$ cat config.mk
export PLATFORM = sky130hd
export DESIGN_NAME = fifo_ctrl_ptr_flat
export DESIGN_NICKNAME = d
export VERILOG_FILES = /design/src/rtl/fifo_ctrl_ptr_if.sv /design/src/rtl/fifo_ctrl_ptr.sv /design/src/flat_wrapper.sv
export SDC_FILE = /design/constraint.sdc
export NUM_CORES = 1
export LEC_CHECK = 0
export ABC_AREA = 1
export CORE_MARGIN = 2
export CORE_UTILIZATION = 35
export DETAILED_ROUTE_END_ITERATION = 10
export GPL_TIMING_DRIVEN = 0
export PLACE_DENSITY_LB_ADDON = 0.15
export RECOVER_POWER = 50
export SLEW_MARGIN = 0
export SYNTH_ARGS = -nofsm -noshare
export SYNTH_HDL_FRONTEND = slang
export SYNTH_SLANG_ARGS = --single-unit
$ cat constraint.sdc
create_clock -name clk_i -period 2.25 [get_ports clk_i]
set_input_delay 0.225 -clock clk_i [delete_from_list [all_inputs] [get_ports clk_i]]
set_output_delay 0.225 -clock clk_i [all_outputs]
set_load 0.01 [all_outputs]
$ cat src/rtl/fifo_ctrl_ptr_if.sv
// Request/status bundle between a FIFO requester and the pointer controller.
// FIFO_PEAK_TRACK_EN adds the peak_occupancy signal.
interface fifo_ctrl_ptr_if #(
    parameter int unsigned PTR_L = 3
);
    logic             fifo_wr;
    logic             fifo_rd;
    logic             err_clr;
    logic [PTR_L-1:0] full_threshold;
    logic [PTR_L-1:0] empty_threshold;

    logic             mem_wr_en;
    logic             mem_rd_en;
    logic [PTR_L-2:0] wr_addr;
    logic [PTR_L-2:0] rd_addr;
    logic [PTR_L-1:0] occupancy;
    logic             fifo_full;
    logic             fifo_empty;
    logic             almost_full;
    logic             almost_empty;
    logic             overflow;
    logic             underflow;
    logic             error;
`ifdef FIFO_PEAK_TRACK_EN
    logic [PTR_L-1:0] peak_occupancy;
`endif

    // Requester side
    modport master (
`ifdef FIFO_PEAK_TRACK_EN
        input  peak_occupancy,
`endif
        output fifo_wr, fifo_rd, err_clr, full_threshold, empty_threshold,
        input  mem_wr_en, mem_rd_en, wr_addr, rd_addr, occupancy,
        input  fifo_full, fifo_empty, almost_full, almost_empty,
        input  overflow, underflow, error
    );

    // Controller side
    modport slave (
`ifdef FIFO_PEAK_TRACK_EN
        output peak_occupancy,
`endif
        input  fifo_wr, fifo_rd, err_clr, full_threshold, empty_threshold,
        output mem_wr_en, mem_rd_en, wr_addr, rd_addr, occupancy,
        output fifo_full, fifo_empty, almost_full, almost_empty,
        output overflow, underflow, error
    );
endinterface

$ cat src/rtl/fifo_ctrl_ptr.sv
// FIFO pointer/occupancy controller: accepts write/read requests, drives the
// memory strobes and addresses, and maintains status and sticky error flags.
// Optional macro FIFO_PEAK_TRACK_EN adds a peak-occupancy register.
module fifo_ctrl_ptr #(
    parameter int unsigned MEM_SIZE = 4,
    parameter int unsigned PTR_L    = 3
) (
    input  logic              clk_i,
    input  logic              reset_i,
    fifo_ctrl_ptr_if.slave    bus_io
);
    localparam logic [PTR_L-1:0] FullCnt = PTR_L'(MEM_SIZE);

    logic [PTR_L-2:0] wr_addr_q, wr_addr_d;
    logic [PTR_L-2:0] rd_addr_q, rd_addr_d;
    logic [PTR_L-1:0] occ_q, occ_d;
    logic             overflow_q, overflow_d;
    logic             underflow_q, underflow_d;

    logic full, empty;
    logic wr_acc, rd_acc;
    logic wr_rej, rd_rej;

    assign full  = (occ_q == FullCnt);
    assign empty = (occ_q == '0);

    // Acceptance decode; requests seen during reset are dropped
    always_comb begin
        wr_acc = ~reset_i & bus_io.fifo_wr & (~full | bus_io.fifo_rd);
        rd_acc = ~reset_i & bus_io.fifo_rd & ~empty;
        wr_rej = bus_io.fifo_wr & full & ~bus_io.fifo_rd;
        rd_rej = bus_io.fifo_rd & empty;
    end

    // Next-state for pointers, count and sticky errors
    always_comb begin
        wr_addr_d = wr_addr_q;
        rd_addr_d = rd_addr_q;
        occ_d     = occ_q;
        if (wr_acc) wr_addr_d = wr_addr_q + 1'b1;
        if (rd_acc) rd_addr_d = rd_addr_q + 1'b1;
        if (wr_acc && !rd_acc) begin
            occ_d = occ_q + 1'b1;
        end else if (rd_acc && !wr_acc) begin
            occ_d = occ_q - 1'b1;
        end
        // A new error in the clearing cycle keeps the flag set
        overflow_d  = wr_rej | (overflow_q & ~bus_io.err_clr);
        underflow_d = rd_rej | (underflow_q & ~bus_io.err_clr);
    end

    // State registers
    always_ff @(posedge clk_i or posedge reset_i) begin
        if (reset_i) begin
            wr_addr_q   <= '0;
            rd_addr_q   <= '0;
            occ_q       <= '0;
            overflow_q  <= 1'b0;
            underflow_q <= 1'b0;
        end else begin
            wr_addr_q   <= wr_addr_d;
            rd_addr_q   <= rd_addr_d;
            occ_q       <= occ_d;
            overflow_q  <= overflow_d;
            underflow_q <= underflow_d;
        end
    end

`ifdef FIFO_PEAK_TRACK_EN
    logic [PTR_L-1:0] peak_q, peak_d;

    // Peak follows the post-edge count so it never lags occupancy
    always_comb begin
        peak_d = peak_q;
        if (bus_io.err_clr) begin
            peak_d = occ_d;
        end else if (occ_d > peak_q) begin
            peak_d = occ_d;
        end
    end

    // Peak register
    always_ff @(posedge clk_i or posedge reset_i) begin
        if (reset_i) begin
            peak_q <= '0;
        end else begin
            peak_q <= peak_d;
        end
    end

    assign bus_io.peak_occupancy = peak_q;
`endif

    // Outputs; threshold flags are forced low while reset is held
    always_comb begin
        bus_io.mem_wr_en    = wr_acc;
        bus_io.mem_rd_en    = rd_acc;
        bus_io.wr_addr      = wr_addr_q;
        bus_io.rd_addr      = rd_addr_q;
        bus_io.occupancy    = occ_q;
        bus_io.fifo_full    = full;
        bus_io.fifo_empty   = empty;
        bus_io.almost_full  = ~reset_i & (occ_q >= bus_io.full_threshold);
        bus_io.almost_empty = ~reset_i & (occ_q <= bus_io.empty_threshold);
        bus_io.overflow     = overflow_q;
        bus_io.underflow    = underflow_q;
        bus_io.error        = overflow_q | underflow_q;
    end
endmodule

$ cat src/flat_wrapper.sv
// flat-port wrapper written by rule: the top's interface ports become plain ports
module fifo_ctrl_ptr_flat 
#(
    parameter int unsigned MEM_SIZE = 4,
    parameter int unsigned PTR_L    = 3
)
  (clk_i, reset_i, bus_io_fifo_wr, bus_io_fifo_rd, bus_io_err_clr, bus_io_full_threshold, bus_io_empty_threshold, bus_io_mem_wr_en, bus_io_mem_rd_en, bus_io_wr_addr, bus_io_rd_addr, bus_io_occupancy, bus_io_fifo_full, bus_io_fifo_empty, bus_io_almost_full, bus_io_almost_empty, bus_io_overflow, bus_io_underflow, bus_io_error);
  fifo_ctrl_ptr_if #(.PTR_L(PTR_L)) bus_io_i ();
  input  logic clk_i;
  input  logic reset_i;
  input wire logic [$bits(bus_io_i.fifo_wr)-1:0] bus_io_fifo_wr;
  input wire logic [$bits(bus_io_i.fifo_rd)-1:0] bus_io_fifo_rd;
  input wire logic [$bits(bus_io_i.err_clr)-1:0] bus_io_err_clr;
  input wire logic [$bits(bus_io_i.full_threshold)-1:0] bus_io_full_threshold;
  input wire logic [$bits(bus_io_i.empty_threshold)-1:0] bus_io_empty_threshold;
  output wire logic [$bits(bus_io_i.mem_wr_en)-1:0] bus_io_mem_wr_en;
  output wire logic [$bits(bus_io_i.mem_rd_en)-1:0] bus_io_mem_rd_en;
  output wire logic [$bits(bus_io_i.wr_addr)-1:0] bus_io_wr_addr;
  output wire logic [$bits(bus_io_i.rd_addr)-1:0] bus_io_rd_addr;
  output wire logic [$bits(bus_io_i.occupancy)-1:0] bus_io_occupancy;
  output wire logic [$bits(bus_io_i.fifo_full)-1:0] bus_io_fifo_full;
  output wire logic [$bits(bus_io_i.fifo_empty)-1:0] bus_io_fifo_empty;
  output wire logic [$bits(bus_io_i.almost_full)-1:0] bus_io_almost_full;
  output wire logic [$bits(bus_io_i.almost_empty)-1:0] bus_io_almost_empty;
  output wire logic [$bits(bus_io_i.overflow)-1:0] bus_io_overflow;
  output wire logic [$bits(bus_io_i.underflow)-1:0] bus_io_underflow;
  output wire logic [$bits(bus_io_i.error)-1:0] bus_io_error;
  assign bus_io_i.fifo_wr = bus_io_fifo_wr;
  assign bus_io_i.fifo_rd = bus_io_fifo_rd;
  assign bus_io_i.err_clr = bus_io_err_clr;
  assign bus_io_i.full_threshold = bus_io_full_threshold;
  assign bus_io_i.empty_threshold = bus_io_empty_threshold;
  assign bus_io_mem_wr_en = bus_io_i.mem_wr_en;
  assign bus_io_mem_rd_en = bus_io_i.mem_rd_en;
  assign bus_io_wr_addr = bus_io_i.wr_addr;
  assign bus_io_rd_addr = bus_io_i.rd_addr;
  assign bus_io_occupancy = bus_io_i.occupancy;
  assign bus_io_fifo_full = bus_io_i.fifo_full;
  assign bus_io_fifo_empty = bus_io_i.fifo_empty;
  assign bus_io_almost_full = bus_io_i.almost_full;
  assign bus_io_almost_empty = bus_io_i.almost_empty;
  assign bus_io_overflow = bus_io_i.overflow;
  assign bus_io_underflow = bus_io_i.underflow;
  assign bus_io_error = bus_io_i.error;
  fifo_ctrl_ptr #(.MEM_SIZE(MEM_SIZE), .PTR_L(PTR_L)) u_core (.clk_i(clk_i), .reset_i(reset_i), .bus_io(bus_io_i));
endmodule
### Yosys cells after proc, flatten, opt, wreduce, memory -nomap -nowiden

Cells that the tools add are included.

* register bits after elaboration: 9
* logic and storage cells: 40
* bits of input ports: 11

* order comparisons: 2
* bitwise gates (word level): 20
* add/subtract/negate cells: 4
* equality and inequality tests: 1
* reductions and logical operators: 6
* multiplexer cells: 2

Operator list (number)
* $and 1x1->1: 11
* $mux 3: 2
* $not 1->1: 5
* $add 2x1->2 const B: 2
* $or 1x1->1: 4
* $add 3x1->3 const B: 1
* $eq 3x3->1 const B: 1
* $ge 3x3->1: 1
* $le 3x3->1: 1
* $logic_not 3->1: 1
* $sub 3x1->3 const B: 1
* $logic_and 1x1->1: 2
* $logic_not 1->1: 2
* $reduce_bool 2->1: 1

### Depth between registers and ports, before layout

* depth in word-level cells: 8
* mapped depth: 13
* gate-level depth less buffers: 13

### Least setup slack after synthesis

OpenSTA, ideal clock, no wires.

* path type: register to register
* start: register u_core.occ_q[0] (netlist: u_core.bus_io.occupancy[0])
* end: register u_core.occ_q[1] (netlist: u_core.bus_io.occupancy[1])
* stages on the path, launching flop included: 10
* data arrival time: 1.680 ns
* data required time: 2.133 ns
* path buffers: 0
* clock period less this slack: 1.797 ns
* slack: 0.453 ns
* path through: dfrtp_1 > nor2_2 > nand3_2 > nand2_2 > inv_1 > ha_1 > inv_1 > fa_1 > nand2_1 > nand2_1

RTL lines
* from (decl): line fifo_ctrl_ptr.sv:16 `logic [PTR_L-1:0] occ_q, occ_d;`
* from (signal assigned): line fifo_ctrl_ptr.sv:57 `occ_q <= '0;`
* from (signal assigned): line fifo_ctrl_ptr.sv:63 `occ_q <= occ_d;`
* $eq 3x3->1: line fifo_ctrl_ptr.sv:24 `assign full = (occ_q == FullCnt);`
* $not 1->1: line fifo_ctrl_ptr.sv:29 `wr_acc = ~reset_i & bus_io.fifo_wr & (~full | bus_io.fifo_rd);`
* $or 1x1->1: line fifo_ctrl_ptr.sv:29
* $and 1x1->1: line fifo_ctrl_ptr.sv:29
* via bus_io_mem_wr_en: line flat_wrapper.sv:16 `output wire logic [$bits(bus_io_i.mem_wr_en)-1:0] bus_io_mem_wr_en;`
* $logic_and 1x1->1: line fifo_ctrl_ptr.sv:42 `if (wr_acc && !rd_acc) begin`
* $mux 3: line fifo_ctrl_ptr.sv:42
* via u_core.occ_d[1]: line fifo_ctrl_ptr.sv:16

The timed path passes the listed nets, and every way through them passes these cells. The select of a mux whose other input is x is not followed.
A chain may end at the register's enable or synchronous reset.

### Worst setup path after layout

* start: register u_core.occ_q[1] (netlist: u_core.bus_io.occupancy[1])
* end: output port bus_io_almost_full

* longest elaborated chain between the ends: 2

RTL lines
* $ge 3x3->1: line fifo_ctrl_ptr.sv:103 `bus_io.almost_full = ~reset_i & (occ_q >= bus_io.full_threshold);`
* $and 1x1->1: line fifo_ctrl_ptr.sv:103
* to (decl): line flat_wrapper.sv:23 `output wire logic [$bits(bus_io_i.almost_full)-1:0] bus_io_almost_full;`

Every way passes these cells.

==> flow_summary.html <==
<table>
<tr><th>Metric</th><th>Value</th></tr>
<tr><th colspan="2">Power</th></tr>
<tr><td>Total internal power</td><td>between 600 and 700 uW</td></tr>
<tr><td>Combinational power share</td><td>about three fifths</td></tr>
<tr><td>Leak pwr</td><td>around 0.56 nW</td></tr>
<tr><td>Switching part of the total power</td><td>about 41%</td></tr>
<tr><td>Switching Power</td><td>between 400 and 500 uW</td></tr>
<tr><td>Reg power frac</td><td>between 20 and 30%</td></tr>
<tr><td>Relative contribution of the clock network to total power</td><td>11.2%</td></tr>
<tr><td>Maximum VDD drop</td><td>between 0.5 and 0.6 mV</td></tr>
<tr><td>Power per unit of standard cell area</td><td>~1100 nW/um2</td></tr>
<tr><th colspan="2">STA</th></tr>
<tr><td>Final Max Tran Viols</td><td>0</td></tr>
<tr><td>Crit share post-route</td><td>a little over 90%</td></tr>
<tr><td>Final-report hold violation count</td><td>0</td></tr>
<tr><td>Max-Slew Margin vs Limit</td><td>between 80 and 90%</td></tr>
<tr><td>Slew of the pin with the lowest slew margin</td><td>approximately 0.26 ns</td></tr>
<tr><td>Number of failing setup endpoints in the final timing report</td><td>0</td></tr>
<tr><td>Max Clk Rate</td><td>slightly below 500 MHz</td></tr>
<tr><td>Layout Skew</td><td>0.001685 ns</td></tr>
<tr><td>Setup repair after global routing missed its margin</td><td>no</td></tr>
<tr><td>Final Critical Period</td><td>2.051 ns</td></tr>
<tr><th colspan="2">Worst setup path</th></tr>
<tr><td>Crit path DAT</td><td>1.83 ns</td></tr>
<tr><td>Critical-path maximum fanout</td><td>7</td></tr>
<tr><td>Kind of end point of the critical path</td><td>primary output</td></tr>
<tr><td>Worst setup startpoint</td><td>u_core.bus_io.occupancy[1]</td></tr>
<tr><td>Beginning of the worst register-to-register path</td><td>u_core.bus_io.occupancy[1]</td></tr>
<tr><td>Critical path launch point type</td><td>flip-flop</td></tr>
<tr><td>Required time reported for the critical path endpoint</td><td>roughly 2 ns</td></tr>
<tr><td>Worst Setup Path Type</td><td>flip-flop to primary output</td></tr>
<tr><th colspan="2">Routing</th></tr>
<tr><td>WL/cell</td><td>9.040 um</td></tr>
<tr><td>Post-route antenna net violation count</td><td>0</td></tr>
<tr><td>Number of vias per cell after detailed routing</td><td>~4.3</td></tr>
<tr><td>Count of TritonRoute iterations in the first routing pass</td><td>4</td></tr>
<tr><td>Number of design rule violations left after detail routing</td><td>0</td></tr>
<tr><td>Initial DRC Count</td><td>15</td></tr>
<tr><td>Total wirelength of the detailed-routed design</td><td>between 1000 and 1500 um</td></tr>
<tr><td>Via count of the routed design</td><td>639</td></tr>
<tr><th colspan="2">Place</th></tr>
<tr><td>Placer congestion estimate</td><td>0.7321</td></tr>
<tr><td>Placement Cell Area</td><td>944.7 um2</td></tr>
<tr><td>Estimated wirelength of the detail-placed design</td><td>about 1100 um</td></tr>
<tr><td>Buffers on Ports</td><td>26</td></tr>
<tr><th colspan="2">Logic synthesis</th></tr>
<tr><td>Yosys cell types</td><td>15</td></tr>
<tr><td>Main area contributors after synthesis</td><td>sky130_fd_sc_hd__dfrtp_1, sky130_fd_sc_hd__inv_1, sky130_fd_sc_hd__ha_1, sky130_fd_sc_hd__nand2_1, sky130_fd_sc_hd__nand3_1</td></tr>
<tr><td>Library cell with the highest instance count after synthesis</td><td>sky130_fd_sc_hd__inv_1</td></tr>
<tr><td>Post-synthesis net count</td><td>around 110</td></tr>
<tr><td>Post-synth EDFFs</td><td>0</td></tr>
<tr><td>Top post-synthesis cells by count</td><td>sky130_fd_sc_hd__inv_1, sky130_fd_sc_hd__nand2_1, sky130_fd_sc_hd__nand3_1</td></tr>
<tr><td>Mean cell area of the mapped netlist</td><td>roughly 7.3 um2</td></tr>
<tr><td>Cells after synthesis</td><td>90</td></tr>
<tr><td>Share of the yosys chip area belonging to registers</td><td>about a third</td></tr>
<tr><td>Mapped Area</td><td>653.1 um2</td></tr>
<tr><td>Post-synth top flop</td><td>sky130_fd_sc_hd__dfrtp_1</td></tr>
<tr><td>Dominant cell type by area after synthesis</td><td>sky130_fd_sc_hd__dfrtp_1</td></tr>
<tr><td>Area share of the leading cell type in the synthesized netlist</td><td>~34%</td></tr>
<tr><td>Ys Warns</td><td>0</td></tr>
<tr><td>Share of flip-flops with an asynchronous set or reset</td><td>100.0%</td></tr>
<tr><td>Synth Register Bits</td><td>9</td></tr>
<tr><th colspan="2">Clock tree</th></tr>
<tr><td>Cts bufs inserted</td><td>3</td></tr>
<tr><td>Root Buffer</td><td>sky130_fd_sc_hd__clkbuf_4</td></tr>
<tr><td>CTS max path bufs</td><td>2</td></tr>
<tr><td>H-tree level count</td><td>1</td></tr>
<tr><td>Clock tree from TritonCTS</td><td>done</td></tr>
<tr><td>Clk sink count</td><td>9</td></tr>
<tr><td>Clock-pin slew on the worst setup and hold paths</td><td>about 0.060 ns</td></tr>
<tr><td>Clk_lat worst skew</td><td>~0.26 ns</td></tr>
<tr><th colspan="2">Floorplan</th></tr>
<tr><td>Std-Cell Core Area</td><td>1745 um2</td></tr>
<tr><td>Die Footprint</td><td>roughly 2200 um2</td></tr>
<tr><td>Starting density of the core</td><td>37.42%</td></tr>
<tr><td>Std-Cell Rows</td><td>15</td></tr>
<tr><td># IOs</td><td>27</td></tr>
<tr><td>Die outline height</td><td>47.20 um</td></tr>
<tr><td>Die boundary width</td><td>between 40 and 50 um</td></tr>
<tr><th colspan="2">Job</th></tr>
<tr><td>Maximum Capacitance Violations</td><td>0</td></tr>
<tr><th colspan="2">Layout</th></tr>
<tr><td>Final core utilization</td><td>a little under three fifths</td></tr>
<tr><td>Fraction of final layout cells sized beyond drive strength 1</td><td>a little under a tenth</td></tr>
<tr><td>Post-layout nets</td><td>approximately 150</td></tr>
<tr><td>Layout overhead on the synthesized area</td><td>53.45%</td></tr>
<tr><td>Fin area</td><td>1002 um2</td></tr>
<tr><td>Count of antenna diodes in the layout</td><td>0</td></tr>
<tr><th colspan="2">Global routing</th></tr>
<tr><td>Met1 capacity usage during global routing</td><td>17.91%</td></tr>
<tr><td>Total global routing track utilization</td><td>about 14%</td></tr>
<tr><td>Wire length of the first global-routing pass</td><td>2152 um</td></tr>
<tr><td>Number of antenna violations at the first check in global routing</td><td>0</td></tr>
<tr><td>Vias in the first global route</td><td>approximately 530</td></tr>
<tr><td>GRT met3 Usage</td><td>7.308%</td></tr>
<tr><td>Total overflow reported by the global router</td><td>0</td></tr>
<tr><td>GRT busiest layer</td><td>met2</td></tr>
<tr><td>Maximum number of pins on one net before global-route repair</td><td>12</td></tr>
<tr><td>GR met2 Demand/Resource</td><td>a little over a fifth</td></tr>
<tr><th colspan="2">Run status</th></tr>
<tr><td>Run status</td><td>finished, final reports clean</td></tr>
<tr><th colspan="2">Min path</th></tr>
<tr><td>Kind of path behind the tightest hold check</td><td>primary input to async pin</td></tr>
</table>
per-stage QoR:
step | setup TNS, ns | worst slack [ns] | hold WS (ns) | power [mW] | instances
finish | 0 | 0.1990 | 0.4451 | 1.110 | 150
global route | 0 | 0.04745 | 0.4512 | 1.233 | 150
CTS | 0 | 0.05818 | 0.3360 | 1.146 | 145
detailed placement | -0.2148 | -0.1640 | 0.4794 | 1.010 | 141
global placement | -0.1938 | -0.1531 | 0.4740 | 0.9975 | 141
floorplan | 0 | 0.4531 | 0.06913 | 0.6915 | 90
kinds of logic (layout without fill, tap and decap cells):
logic type | after synthesis | after routing | share of synthesized area, %
AOI/OAI and AO/OA | 5 | 5 | 4.214
xor gates and xnor gates | 1 | 1 | 1.341
DFF | 9 | 9 | 34.48
adders and majority gates | 8 | 8 | 16.47
and+or+nand+nor | 42 | 42 | 29.12
buffers and inverters | 25 | 60 | 14.37
worst paths after layout:
path | end | slack [ns] | depth (start not counted)
min in group clk_i | u_core.bus_io.wr_addr[1] | 0.49 | 2
worst max-delay path | bus_io_almost_full | 0.20 | 6
worst max register to register | u_core.bus_io.occupancy[2] | 0.30 | 10
worst min-delay path | u_core.bus_io.rd_addr[0] | 0.45 | 3
max in group asynchronous | u_core.bus_io.occupancy[2] | 1.64 | 3
worst min register to register | u_core.bus_io.wr_addr[1] | 0.49 | 2
sequential cells by signal, summed over array words and instances (netlist names):
register                 cells
u_core.bus_io.occupancy      3
u_core.bus_io.rd_addr        2
u_core.bus_io.wr_addr        2
u_core.bus_io.underflow      1
u_core.bus_io.overflow       1
cell usage in the layout (no fill, tap or decap), drive strengths merged, types with 2 or more instances in the layout:
cell           netlist  layout
clkdlybuf4s50        0      23
inv                 25      24
clkbuf               0       6
nand3               11      11
nand2               26      26
ha                   7       7
dfrtp                9       9
nor2                 3       3
dlygate4sd3          0       2
o22ai                2       2
buf                  0       3
a21oi                3       3
area by class of cell:
class,instances,area (um2)
inverters,25,95.09
flip-flops and latches,9,227.7
clock buffers,4,26.28
fillers,172,743.2
repair buffers,31,300.3
well taps,25,31.28
multi-input cells,56,321.6
power groups by stage:
stage	clock network (mW)	logic, mW	registers (mW)
after floorplan	0	0.342	0.350
after global placement	0	0.666	0.331
after detailed placement	0	0.679	0.331
after CTS	0.134	0.681	0.330
after global routing	0.146	0.745	0.342
final	0.124	0.661	0.325
per-layer routing:
metal  vias up  part of all wire, %
met5         -                    0
met4         0                    0
met3         0                  4.0
met2        11                   50
met1       282                   46
li1        346                    -
worst max-delay path, stage by stage, from the launching register on:
cell and delay [ns]:
sky130_fd_sc_hd__dfrtp_1 0.47, sky130_fd_sc_hd__ha_1 0.34, sky130_fd_sc_hd__nand3_1 0.08, sky130_fd_sc_hd__nand3_1 0.08, sky130_fd_sc_hd__nand2_1 0.05, sky130_fd_sc_hd__inv_1 0.04
sky130_fd_sc_hd__clkdlybuf4s50_1 0.52
repair_timing:
| action | 4_1_cts | 5_1_grt |
|---|---|---|
| hold buffers | 0 | 0 |
| gates resized for setup | 0 | 4 |
| setup endpoints to repair | 0 | 4 |
| setup buffers | 0 | 5 |
Power figures use the tool's default switching activity.
==> RTL edit: new RTL, config.mk and constraints unchanged <==
`PTR_L` is set to 3 in 3 places; all go to 2.
--- a/src/rtl/fifo_ctrl_ptr_if.sv
+++ b/src/rtl/fifo_ctrl_ptr_if.sv
@@ -2,5 +2,5 @@
 // FIFO_PEAK_TRACK_EN adds the peak_occupancy signal.
 interface fifo_ctrl_ptr_if #(
-    parameter int unsigned PTR_L = 3
+    parameter int unsigned PTR_L = 2
 );
     logic             fifo_wr;
--- a/src/rtl/fifo_ctrl_ptr.sv
+++ b/src/rtl/fifo_ctrl_ptr.sv
@@ -4,5 +4,5 @@
 module fifo_ctrl_ptr #(
     parameter int unsigned MEM_SIZE = 4,
-    parameter int unsigned PTR_L    = 3
+    parameter int unsigned PTR_L    = 2
 ) (
     input  logic              clk_i,
--- a/src/flat_wrapper.sv
+++ b/src/flat_wrapper.sv
@@ -3,5 +3,5 @@
 #(
     parameter int unsigned MEM_SIZE = 4,
-    parameter int unsigned PTR_L    = 3
+    parameter int unsigned PTR_L    = 2
 )
   (clk_i, reset_i, bus_io_fifo_wr, bus_io_fifo_rd, bus_io_err_clr, bus_io_full_threshold, bus_io_empty_threshold, bus_io_mem_wr_en, bus_io_mem_rd_en, bus_io_wr_addr, bus_io_rd_addr, bus_io_occupancy, bus_io_fifo_full, bus_io_fifo_empty, bus_io_almost_full, bus_io_almost_empty, bus_io_overflow, bus_io_underflow, bus_io_error);
Interface: changed (5 resized); port bits go from 27 to 22. No check against the original RTL was run, so the function may have changed too.
==> RTL edit against the original RTL <==
- setup slack got worse by 0.0051 ns
- register-to-register slack improved by 0.34 ns
- sequential power decreased by 36%
- combinational power is 22% lower
- total power fell by 26%
- global-route usage shrank 0.97 points
- sequential cell count decreased by 3
- synthesized area decreased by 31%
- design area shrank 31%
- routed wire length down 31%
- clock skew about the same
==> RTL edit: results <==
group,metric,value,unit
placement,place_area,676,um^2
clocking,clk_latency,0.24,ns
routing,vias,431,
outcome,status,"complete, no violations",
finish,multi_input_area,216,um^2
placement,post-place-ws,0.223,ns
sta,worst_pin_slew,0.357,ns
grt,grt_util_all_layers,0.132,
synthesis,synth_common_cells,"inv_1 (16), nand2_1 (14), dfrtp_1 (6), ha_1 (5)",
finish,largest_register_ffs,2,
finish,drive_above_1_share,0.0854,
worst_setup_path,reg2reg_depth,9,
sta,fin_skew,0.00150,ns
synthesis,syn_nets,72,
synthesis,yosysSeqAreaShare,0.335,
placement,io_buffers,21,
placement,placedCellCount,93,
worst_setup_path,crit_start,"reset_i",
grt,grt_pass1_vias,354,
sta,finalWorstSetupSlack,0.194,ns
sta,hold_ws,0.468,ns
worst_setup_path,cp-endpoint,"bus_io_mem_rd_en",
worst_setup_path,worstPathMaxFanout,9,
power,leakage,0.374,nW
finish,fin_cells,96,
power,comb-power,0.000515,W
routing,wire_per_inst,9.69,um
placement,gp_congestion,0.764,
power,ir_drop,0.000616,V
power,power_switching,0.000322,W
finish,layout.nets,98,
==> RTL edit: changes by cell type after synthesis, moves of 2 or more <==
cell      delta
dfrtp_1      -3
nand3_1      -9
ha_1         -2
nand3b_1     +2
nand2_2      -2
nand2_1      -9
inv_1        -9
a21oi_1      -2
==> RTL edit: cells by family (layout without fill, tap and decap cells) <==
| group | count (synthesis) | after routing | synth area share |
|---|---|---|---|
| buffers and inverters | 18 | 42 | 0.159 |
| AO/OA/AOI/OAI | 4 | 4 | 0.0559 |
| adder cells (fa/ha/maj) | 5 | 5 | 0.140 |
| AND/OR/NAND/NOR | 24 | 24 | 0.290 |
| flip-flops | 6 | 6 | 0.335 |
| XOR/XNOR | 1 | 1 | 0.0196 |
==> RTL edit: cell type report <==
| type | count | area share |
|---|---|---|
| Multi-Input combinational cell | 34 | 0.315 |
| Tap cell | 14 | 0.0255 |
| Clock buffer | 3 | 0.0327 |
| Timing Repair Buffer | 21 | 0.305 |
| Inverter | 17 | 0.0927 |
| Buffer | 1 | 0.0109 |
| Sequential cell | 6 | 0.218 |
==> RTL edit: layer usage <==
| layer | global-route usage | vias to the layer above | wire length (um) |
|---|---|---|---|
| met1 | 0.172 | 182 | 441 |
| met3 | 0.0398 | 2 | 64 |
| met2 | 0.197 | 15 | 418 |
| met5 | 0 | - | 0 |
| met4 | 0.0603 | 0 | 6 |
| li1 | - | 232 | - |
==> RTL edit: worst max-delay path, cell delays in order <==
cell and delay, ns:
dlygate4sd3_1 0.59, inv_1 0.30, nand3_4 0.12, inv_1 0.07, clkdlybuf4s50_1 0.52
